$ cat src/rtl/btn_toggle_bank.sv
// Bank of N independent debounced push-button channels: debounced level, press pulse and press toggle.
// Define BTN_BANK_SYNC_EN to put a two-flop synchroniser in front of each debouncer (needed for real pins).
module btn_toggle_bank #(
  parameter int N        = 4,
  parameter int DEBOUNCE = 4
) (
  input  logic         clk,
  input  logic         rst_n,
  input  logic [N-1:0] btn,
  input  logic [N-1:0] clr,
  output logic [N-1:0] stable,
  output logic [N-1:0] press,
  output logic [N-1:0] q
);

  localparam int CW = $clog2(DEBOUNCE + 1);
  localparam logic [CW-1:0] CNT_LAST = CW'(DEBOUNCE - 1);

  logic [N-1:0] s;

`ifdef BTN_BANK_SYNC_EN
  logic [N-1:0] sync1;
  logic [N-1:0] sync2;

  always_ff @(posedge clk) begin
    if (!rst_n) begin
      sync1 <= '0;
      sync2 <= '0;
    end else begin
      sync1 <= btn;
      sync2 <= sync1;
    end
  end

  assign s = sync2;
`else
  assign s = btn;
`endif

  for (genvar i = 0; i < N; i++) begin : g_chan
    logic [CW-1:0] cnt;
    logic          stableR;
    logic          pressR;
    logic          qR;
    logic          differ;
    logic          accept;

    assign differ = s[i] ^ stableR;
    assign accept = differ && (cnt == CNT_LAST);

    // Counter restarts on any sample matching the accepted level, so only an unbroken run is accepted.
    always_ff @(posedge clk) begin
      if (!rst_n) begin
        cnt     <= '0;
        stableR <= 1'b0;
        pressR  <= 1'b0;
        qR      <= 1'b0;
      end else begin
        pressR <= accept & s[i];
        if (!differ || accept)
          cnt <= '0;
        else
          cnt <= cnt + CW'(1);
        if (accept)
          stableR <= s[i];
        if (clr[i])
          qR <= 1'b0;
        else if (accept && s[i])
          qR <= ~qR;
      end
    end

    assign stable[i] = stableR;
    assign press[i]  = pressR;
    assign q[i]      = qR;
  end

endmodule
$ cat config.mk
export PLATFORM = sky130hd
export DESIGN_NAME = btn_toggle_bank
export DESIGN_NICKNAME = d
export VERILOG_FILES = /design/src/rtl/btn_toggle_bank.sv
export SDC_FILE = /design/constraint.sdc
export NUM_CORES = 1
export LEC_CHECK = 0
export ABC_CLOCK_PERIOD_IN_PS = 1350
export BUFFER_PORTS_ARGS = -buffer_cell sky130_fd_sc_hd__buf_2
export CAP_MARGIN = 20
export CORE_MARGIN = 4
export CORE_UTILIZATION = 52
export DETAILED_ROUTE_END_ITERATION = 10
export GPL_ROUTABILITY_DRIVEN = 1
export PLACE_DENSITY_LB_ADDON = 0.2
export SLEW_MARGIN = 10
export SYNTH_ARGS = -nofsm -noshare
export SYNTH_HDL_FRONTEND = slang
export SYNTH_SLANG_ARGS = --single-unit
$ cat constraint.sdc
create_clock -name clk -period 1.35 [get_ports clk]
set_clock_uncertainty 0.1 [all_clocks]
set_input_delay 0.27 -clock clk [delete_from_list [all_inputs] [get_ports clk]]
set_output_delay 0.27 -clock clk [all_outputs]
set_load 0.02 [all_outputs]
==> results of run 1 <==
==> critical path: stages, from the launching register on <==
cell      delay (ns)
dfxtp_1         0.34
ha_1            0.20
ha_1            0.21
nand2b_1        0.18
nor3b_1         0.21
==> path summary, 6_finish.rpt <==
check | endpoint | slack (ns) | cells after the start
max | g_chan[1].cnt[1] | 0.03 | 4
min | g_chan[2].qR | 0.13 | 3
max reg2reg | g_chan[1].cnt[1] | 0.03 | 4
min reg2reg | g_chan[2].cnt[0] | 0.35 | 1
==> area by class of cell <==
cell class                      count  share of cell area [%]
Clock buffer                        4                   3.190
Sequential cell                    24                   42.24
Tap cell                           25                   2.750
Timing Repair Buffer               21                   9.241
Multi-Input combinational cell     56                   40.92
Inverter                            5                   1.650
==> per-layer routing <==
layer / share of wire, % / track usage [%] / vias up
met3: 4.9 / 3.134 / 2
met1: 45 / 13.29 / 300
met4: 1.6 / 6.383 / 0
li1: - / - / 343
met2: 48 / 19.83 / 9
met5: 0 / 0 / -
==> layout by cell type, fill, tap and decap left out <==
cell | Yosys | layout
buf_2 | 0 | 21
clkbuf_4 | 0 | 3
clkbuf_8 | 0 | 1
dfxtp_1 | 24 | 24
ha_1 | 8 | 8
inv_1 | 5 | 5
mux2i_1 | 8 | 8
nand2b_1 | 4 | 4
nand3b_1 | 8 | 8
nor2_1 | 8 | 8
nor3_1 | 8 | 5
nor3_2 | 0 | 3
nor3b_1 | 4 | 1
nor3b_2 | 0 | 3
or3b_1 | 4 | 4
xnor2_1 | 4 | 4
==> flip-flops by register name, indices dropped and copies added (netlist names) <==
name	cells
g_chan.stableR	4
g_chan.qR	4
g_chan.pressR	4
g_chan.cnt	12
==> power groups by stage <==
stage | registers [W] | clock network, W | logic (W)
after floorplan | 0.000743 | 0 | 0.0000511
after global placement | 0.000744 | 0 | 0.0000725
after detailed placement | 0.000745 | 0 | 0.0000738
after CTS | 0.000729 | 0.000372 | 0.0000741
after global routing | 0.000732 | 0.000410 | 0.0000910
final | 0.000729 | 0.000360 | 0.0000800
==> stage by stage <==
| step | instance area [um2] | hold WS [ns] | instances |
|---|---|---|---|
| floorplan | 1032 | 0.3084 | 98 |
| global placement | 1071 | 0.3162 | 131 |
| detailed placement | 1071 | 0.3287 | 131 |
| CTS | 1107 | 0.1214 | 135 |
| global route | 1137 | 0.1339 | 135 |
| finish | 1137 | 0.1254 | 135 |
==> kinds of logic (layout without fill, tap and decap cells) <==
group | Yosys count | count (layout) | synth area share (%)
xor gates and xnor gates | 4 | 4 | 3.394
and+or+nand+nor | 36 | 36 | 21.33
DFF | 24 | 24 | 46.55
buffers and inverters | 18 | 30 | 11.27
muxes | 8 | 8 | 7.758
adders and majority gates | 8 | 8 | 9.697
==> Flow_metrics.wiki, run 1 <==
{| class="wikitable"
! Metric !! Value
|-
| Minimum clock period || 1.316 ns
|-
| PnR Total Power || 0.001170 W
|-
| Setup violators final || 0
|-
| Hold path start || clr[2]
|-
| Cell internal pwr || 0.0009242 W
|-
| Hold buffer count at cts || 0
|-
| Setup fix buffers added after clock tree synthesis || 0
|-
| Die extent in x || 52.56 um
|-
| Share of flip-flops with an asynchronous set or reset || 0%
|-
| Area growth from synthesis to final layout || 10.18%
|-
| Number of nets at the end of the flow || 129
|-
| Buffers on Ports || 21
|-
| Total routing usage reported by global routing || 11.76%
|-
| Worst setup SP type || flop
|-
| CP arrival || 1.44 ns
|-
| Warnings from Yosys || 0
|-
| Crit path setup slack, layout || 0.03411 ns
|-
| Detailed-route vias per instance || 4.844
|-
| Antenna-violating nets left || 0
|-
| Die outline height || 52.56 um
|-
| Max frequency || 0.7599 GHz
|-
| Ant. Diodes || 0
|-
| Drt first-iter violations || 2
|-
| CTS tree || yes
|-
| Most frequent cell after synthesis || dfxtp_1
|-
| Setup total negative slack || 0 ns
|-
| Register share of total power || 62.3%
|-
| Later-pin clock latency in the skew report || 0.30 ns
|-
| Vias in the first global route || 612
|-
| Clock slew seen by the registers of the worst setup and hold paths || 0.12 ns
|-
| Count of unique library cells instantiated by Yosys || 12
|-
| Critical Setup Path Class || reg -> reg
|-
| Top cells by count, synth || dfxtp_1, buf_4
|-
| Outcome || complete, no violations
|-
| Net count after synthesis || 116
|-
| Max-cap violation count || 0
|-
| FF+latch area || 480.5 um2
|-
| Pin slew with the least headroom to its limit || 0.3513 ns
|-
| Setup slack after placement || 0.05318 ns
|-
| Routed via count || 654
|-
| Maximum ir drop on the vdd rail || 0.5802 mV
|-
| # IOs || 22
|-
| NetSw || 0.0002457 W
|-
| Standard-cell rows || 15
|-
| Sequential share of the synthesized area || 46.55%
|-
| Netlist area before placement || 1032 um2
|-
| Detailed Route WL || 1.441 mm
|-
| Power per Cell Area || 1029 nW/um2
|-
| Grt ovf || 0
|-
| Initial Util || 57.29%
|-
| CP endpoint kind || flop
|-
| Area taken by multi-input logic gates || 465.4 um2
|-
| Leak pwr || 0.5111 nW
|-
| Final core utilization || 63.13%
|-
| Final HPWL from detailed placement || 1.120 mm
|-
| Pin count of the biggest net entering global routing || 14
|-
| Fill cell count || 159
|-
| Startpoint of the worst-slack reg-to-reg timing path || g_chan[1].cnt[0]
|-
| Instance count of the mapped netlist || 98
|-
| Antenna violations before repair || 0
|-
| Final-report max-slew violation count || 0
|-
| Maximum buffer depth of the clock tree || 2
|-
| Post-synth EDFFs || 0
|-
| Switching share of total power || 21.00%
|-
| Root Buffer Master || clkbuf_4
|-
| Part of the total power dissipated in combinational logic || 6.8%
|-
| Standard cell core area || 1802 um2
|-
| DRC violations left || 0
|-
| Clock H-tree levels || 1
|-
| Die area || 2762 um2
|-
| Worst min path class || in -> reg
|-
| Synthesized area per cell || 10.53 um2
|-
| Routed wirelength normalized by instance count || 10.67 um
|-
| First-pass iteration count of the detailed router || 2
|-
| Cells taking the most area after synthesis || dfxtp_1, ha_1, buf_4
|-
| Ratio of final minimum period to clock period || 97.47%
|-
| Fraction of layout cells with a size suffix above 1 || 28.18%
|-
| Proportion of netlist area held by the largest area contributor || 46.55%
|-
| First-pass GRT wire length || 2.421 mm
|-
| # clock sinks || 24
|-
| Worst Path Max Fanout || 3
|-
| Proportion of power drawn by the clock network || 30.8%
|-
| Hold violation total from the final report || 0
|-
| Post-CTS resize count || 0
|-
| Headroom to the max-slew limit || 76.41%
|-
| TritonCTS Buffers || 3
|-
| Routability congestion estimate from global placement || 0.6922
|-
| Most area-hungry cell type in the Yosys netlist || dfxtp_1
|-
| Required time of the critical path || 1.47 ns
|-
| RSZ-0062 raised after global routing || yes
|-
| Worst setup startpoint || g_chan[1].cnt[0]
|-
| Most used flip-flop cell after synthesis || dfxtp_1
|-
| Total of flip-flops plus latches after synthesis || 24
|}
Note: power is estimated with default switching activity, not from simulation.
==> run 2, diff against run 1 <==
- CORE_UTILIZATION: 52 -> 45
==> run 2 against run 1 <==
Against the previous run:
- sequential share of layout area decreased by 0.14 points
- first-iteration DRC count rose to 2.5 times the previous value
- clock power is essentially flat
- maximum frequency grew 2.1%
- sequential cell count unchanged
- critical path depth did not move
- routed wire length is 5.5% higher
- non-clock buffer count stayed put
- register-to-register slack gained 0.03 ns
- worst setup slack improved by 0.028 ns
- design area increased by 0.33%
- final cell count increased by 2.2%
- highest routed layer unchanged
==> Flow_metrics.wiki, run 2 (synthesized netlist as in run 1, its figures left out) <==
{| class="wikitable"
! Metric !! Value
|-
| Cell-by-cell listing of the critical path || ha_1, ha_1, nand2b_1, nor3b_1
|-
| DRC violations left || 0
|-
| Area growth from synthesis to final layout || 10.55%
|-
| Pin count of the biggest net entering global routing || 14
|-
| Minimum clock period || 1.288 ns
|-
| Antenna-violating nets left || 0
|-
| Worst Path Max Fanout || 3
|-
| # clock sinks || 24
|-
| PnR Total Power || 0.001172 W
|-
| Hold violation total from the final report || 0
|-
| TritonCTS Buffers || 3
|-
| Fill cell count || 196
|-
| Leak pwr || 0.5119 nW
|-
| Number of nets at the end of the flow || 129
|-
| Grt ovf || 0
|-
| CP endpoint kind || flop
|-
| Worst setup SP type || flop
|-
| First-pass GRT wire length || 2.732 mm
|-
| Standard-cell rows || 17
|-
| Most used cells in the layout excluding fill and tap cells || dfxtp_1, buf_2
|-
| Clock H-tree levels || 1
|-
| RSZ-0062 raised after global routing || yes
|-
| Required time of the critical path || 1.48 ns
|-
| First-pass iteration count of the detailed router || 4
|-
| Max-cap violation count || 0
|-
| Setup fix buffers added after clock tree synthesis || 0
|-
| Headroom to the max-slew limit || 75.98%
|-
| Routability congestion estimate from global placement || 0.6575
|-
| Root Buffer Master || clkbuf_4
|-
| Max frequency || 0.7762 GHz
|-
| Most prevalent standard cell on the critical path || ha_1
|-
| Die extent in x || 55.90 um
|-
| Total routing usage reported by global routing || 10.88%
|-
| Standard cell core area || 2191 um2
|-
| Later-pin clock latency in the skew report || 0.30 ns
|-
| Routed wirelength normalized by instance count || 11.01 um
|-
| Final HPWL from detailed placement || 1.158 mm
|-
| CTS tree || yes
|-
| Drt first-iter violations || 5
|-
| Maximum ir drop on the vdd rail || 0.5792 mV
|-
| Power per Cell Area || 1027 nW/um2
|-
| Clock slew seen by the registers of the worst setup and hold paths || 0.13 ns
|-
| Largest register FFs || 12
|-
| Ant. Diodes || 0
|-
| Largest register by flop count || g_chan.cnt
|-
| Critical Setup Path Class || reg -> reg
|-
| Die outline height || 55.90 um
|-
| Buffers on Ports || 21
|-
| Pin slew with the least headroom to its limit || 0.3577 ns
|-
| # IOs || 22
|-
| Die area || 3124 um2
|-
| CP arrival || 1.42 ns
|-
| Fraction of layout cells with a size suffix above 1 || 27.27%
|-
| Detailed-route vias per instance || 4.783
|-
| Critical path's largest stage delay || 0.34 ns
|-
| Detailed Route WL || 1.520 mm
|-
| Outcome || complete, no violations
|-
| Antenna violations before repair || 0
|-
| Most common cell after layout, fill and taps aside || dfxtp_1
|-
| Final-report max-slew violation count || 0
|-
| Routed via count || 660
|-
| Ratio of final minimum period to clock period || 95.44%
|-
| Slowest cell on the critical path || dfxtp_1
|-
| Setup violators final || 0
|-
| Initial Util || 47.12%
|-
| Maximum buffer depth of the clock tree || 2
|-
| Worst min path class || in -> reg
|-
| Vias in the first global route || 643
|-
| Final core utilization || 52.08%
|}
-- run 2: report_power, final --
group          internal [W]  switching (W)
registers          0.000722     0.00000723
clock network      0.000164       0.000195
logic             0.0000392      0.0000438
-- run 2: worst paths after layout --
path | slack (ns) | endpoint | startpoint | depth (start not counted)
worst min-delay path | 0.13 | g_chan[3].qR | clr[3] | 3
worst max-delay path | 0.06 | g_chan[1].cnt[1] | g_chan[1].cnt[0] | 4
worst min register to register | 0.34 | g_chan[3].cnt[0] | g_chan[3].cnt[0] | 1
worst max register to register | 0.06 | g_chan[1].cnt[1] | g_chan[1].cnt[0] | 4
-- run 2: through the flow --
| step | area, um2 | setup slack (ns) | hold slack (ns) | setup TNS (ns) | instances |
|---|---|---|---|---|---|
| floorplan | 1032 | 0.1754 | 0.3084 | 0 | 98 |
| global placement | 1075 | 0.1146 | 0.3149 | 0 | 134 |
| detailed placement | 1075 | 0.05275 | 0.3235 | 0 | 134 |
| CTS | 1111 | 0.02206 | 0.1108 | 0 | 138 |
| global route | 1141 | -0.01385 | 0.1309 | -0.04126 | 138 |
| finish | 1141 | 0.06163 | 0.1282 | 0 | 138 |
-- run 2: worst max-delay path, delay by kind of cell (launching register included) --
kind	cells	cell delay, ns
adders and majority gates	2	0.40
DFF	1	0.34
and+or+nand+nor	2	0.38
-- run 2: repair_timing --
item                                    CTS  global route
gates resized for setup                   0             5
hold buffers                              0             0
hold endpoints to repair                  0             0
endpoints found under the setup margin    0             9
-- run 2: layout make-up --
type	count	area [um2]	share of cell area, %
clock buffers	4	36.28	3.180
inverters	5	18.77	1.645
multi-input cells	56	465.4	40.79
flip-flops and latches	24	480.5	42.11
well taps	28	35.03	3.070
repair buffers	21	105.1	9.211
-- run 2: per-layer routing --
| layer | vias to the layer above | track usage, % | part of all wire, % |
|---|---|---|---|
| met5 | - | 0 | 0 |
| met4 | 0 | 4.068 | 0.86 |
| met3 | 2 | 3.480 | 7.2 |
| met2 | 16 | 18.07 | 50 |
| met1 | 302 | 13.09 | 42 |
| li1 | 340 | - | - |
==> run 3, diff against run 2 <==
- ABC_AREA: not set -> 1
==> run 3 against run 2 <==
Against the previous run:
- clock-buffer cell count is the same
- maximum frequency grew 2.6%
- worst setup slack better by 0.033 ns
- core utilization down 1.5 points
- sequential cell count did not move
- non-clock buffer count is the same
- sequential share of layout area is 0.75 points higher
- critical path depth up 1
- total power grew 0.48%
- global-route usage rose by 0.49 points
- register-to-register slack improved by 0.03 ns
- final cell count is 23% higher
- largest cell class unchanged
==> Flow_metrics.wiki, run 3 <==
{| class="wikitable"
! Metric !! Value
|-
| Slowest cell on the critical path || dfxtp_1
|-
| Root Buffer Master || clkbuf_4
|-
| Ratio of final minimum period to clock period || 92.99%
|-
| Setup total negative slack || 0 ns
|-
| Routed via count || 768
|-
| Most common cell after layout, fill and taps aside || nor2_1
|-
| Worst setup SP type || flop
|-
| Critical path's largest stage delay || 0.34 ns
|-
| Final-report max-slew violation count || 0
|-
| Power per Cell Area || 1042 nW/um2
|-
| Maximum buffer depth of the clock tree || 2
|-
| PnR Total Power || 0.001177 W
|-
| Synthesized area per cell || 8.109 um2
|-
| Adder-Cell Fraction of Synth Area || 9.423%
|-
| Buffers on Ports || 21
|-
| Leak pwr || 0.5322 nW
|-
| Final HPWL from detailed placement || 1.261 mm
|-
| Main combinational cell family by area after synthesis || simple AND/OR/NAND/NOR gates
|-
| DRC violations left || 0
|-
| First-pass GRT wire length || 2.891 mm
|-
| Clock H-tree levels || 1
|-
| Setup violators final || 0
|-
| Grt ovf || 0
|-
| Number of nets at the end of the flow || 161
|-
| Minimum clock period || 1.255 ns
|-
| Worst slack on hold paths || 0.09432 ns
|-
| Netlist area before placement || 1062 um2
|-
| Share of flip-flops with an asynchronous set or reset || 0%
|-
| # IOs || 22
|-
| XOR/XNOR share of the synthesized area || 0%
|-
| Hold violation total from the final report || 0
|-
| Routability congestion estimate from global placement || 0.7783
|-
| RSZ-0062 raised after global routing || no
|-
| Standard-cell rows || 17
|-
| Net count after synthesis || 149
|-
| Headroom to the max-slew limit || 85.82%
|-
| Post-synth EDFFs || 0
|-
| Most used cells in the layout excluding fill and tap cells || nor2_1, inv_1, dfxtp_1, buf_2, nand2_1
|-
| Total routing usage reported by global routing || 11.37%
|-
| Largest register by flop count || g_chan.cnt
|-
| Number of buffer and inverter instances along the worst setup path || 1
|-
| Die area || 3202 um2
|-
| WL met2 || 808 um
|-
| Cell-by-cell listing of the critical path || ha_1, ha_1, inv_1, nand4_1, nor2_1
|-
| Fraction of layout cells with a size suffix above 1 || 24.65%
|-
| Worst Path Max Fanout || 3
|-
| Warnings from Yosys || 0
|-
| Placed insts || 166
|-
| Die extent in x || 56.59 um
|-
| Antenna violations before repair || 0
|-
| Max frequency || 0.7966 GHz
|-
| Initial Util || 47.56%
|-
| Die outline height || 56.59 um
|-
| Max-cap violation count || 0
|-
| M1 wire length || 701 um
|-
| Worst min path class || in -> reg
|-
| Total of flip-flops plus latches after synthesis || 24
|-
| CP arrival || 1.41 ns
|-
| Later-pin clock latency in the skew report || 0.31 ns
|-
| Detailed-route vias per instance || 4.518
|-
| Instance count of the mapped netlist || 131
|-
| Fill cell count || 245
|-
| Pin count of the biggest net entering global routing || 14
|-
| Critical Setup Path Class || reg -> reg
|-
| Ant. Diodes || 0
|-
| First-pass iteration count of the detailed router || 2
|-
| Proportion of netlist area held by the largest area contributor || 45.23%
|-
| Area fraction in and, or, nand and nor cells after synthesis || 24.38%
|-
| Highest routed layer || met4
|-
| Area growth from synthesis to final layout || 6.360%
|-
| Standard cell core area || 2233 um2
|-
| Hold buffer count at cts || 0
|-
| Routed wirelength normalized by instance count || 9.329 um
|-
| Clock slew seen by the registers of the worst setup and hold paths || 0.13 ns
|-
| Largest register FFs || 12
|-
| Post-CTS resize count || 0
|-
| Top cells by count, synth || dfxtp_1, nor2_1, inv_1, nand2_1, buf_4
|-
| Drt first-iter violations || 10
|-
| TritonCTS Buffers || 3
|-
| Most area-hungry cell type in the Yosys netlist || dfxtp_1
|-
| Detailed Route WL || 1.586 mm
|-
| Kind of cell with the highest combined delay on the critical path || adder cells
|-
| Routed wire length on met3 || 64 um
|-
| Cells taking the most area after synthesis || dfxtp_1, ha_1, buf_4
|-
| Setup fix buffers added after clock tree synthesis || 0
|-
| Final core utilization || 50.59%
|-
| Pin slew with the least headroom to its limit || 0.2127 ns
|-
| Sequential share of the synthesized area || 45.23%
|-
| Final cell count without fillers || 170
|-
| # clock sinks || 24
|-
| Proportion of synthesized area in mux cells || 0%
|-
| Count of unique library cells instantiated by Yosys || 14
|-
| Outcome || complete, no violations
|-
| CTS tree || yes
|-
| Maximum ir drop on the vdd rail || 0.7108 mV
|-
| Vias in the first global route || 738
|-
| Most used flip-flop cell after synthesis || dfxtp_1
|-
| Area fraction in compound gates after synthesis || 2.356%
|-
| Antenna-violating nets left || 0
|-
| Most frequent cell after synthesis || dfxtp_1
|-
| Required time of the critical path || 1.50 ns
|-
| Most prevalent standard cell on the critical path || ha_1
|-
| CP endpoint kind || flop
|}
run 3: worst paths after layout:
check	startpoint	end	slack (ns)	depth (start not counted)
worst min register to register	g_chan[0].cnt[0]	g_chan[0].cnt[0]	0.33	1
worst min-delay path	clr[0]	g_chan[0].qR	0.09	4
worst max register to register	g_chan[1].cnt[0]	g_chan[1].cnt[1]	0.09	5
worst max-delay path	g_chan[1].cnt[0]	g_chan[1].cnt[1]	0.09	5
run 3: through the flow:
stage | instance area, um2 | setup WS [ns]
global placement | 1090 | 0.1254
CTS | 1126 | 0.01352
floorplan | 1062 | 0.1895
global route | 1130 | 0.007977
detailed placement | 1090 | 0.1164
finish | 1130 | 0.09461
run 3: cells by family (layout without fill, tap and decap cells):
group / Yosys count / in the layout
compound gates: 5 / 5
fa+ha+maj: 8 / 8
buf+inv: 36 / 47
flops: 24 / 24
simple gates: 58 / 58
run 3: routing by layer:
| metal | track usage [%] | up-vias |
|---|---|---|
| li1 | - | 415 |
| met1 | 12.82 | 344 |
| met2 | 19.80 | 7 |
| met3 | 2.299 | 2 |
| met4 | 6.102 | 0 |
| met5 | 0 | - |
run 3: final cells by class:
| class | count | area, um2 | share of cell area, % |
|---|---|---|---|
| Sequential cell | 24 | 484.2 | 42.86 |
| Clock buffer | 4 | 36.28 | 3.212 |
| Tap cell | 28 | 35.03 | 3.101 |
| Timing Repair Buffer | 21 | 105.1 | 9.302 |
| Multi-Input combinational cell | 71 | 384.1 | 34.00 |
| Inverter | 22 | 85.08 | 7.530 |
run 3: worst register-to-register path, stage by stage (launching register included):
cell     delay, ns
dfxtp_1       0.34
ha_1          0.19
ha_1          0.21
inv_1         0.08
nand4_1       0.15
nor2_1        0.13
run 3: where the power goes:
part	leakage, nW	switching, W	internal [W]
logic	0.315	0.0000460	0.0000296
clock network	0.0210	0.000208	0.000165
registers	0.196	0.00000683	0.000723
total	0.532	0.000260	0.000917
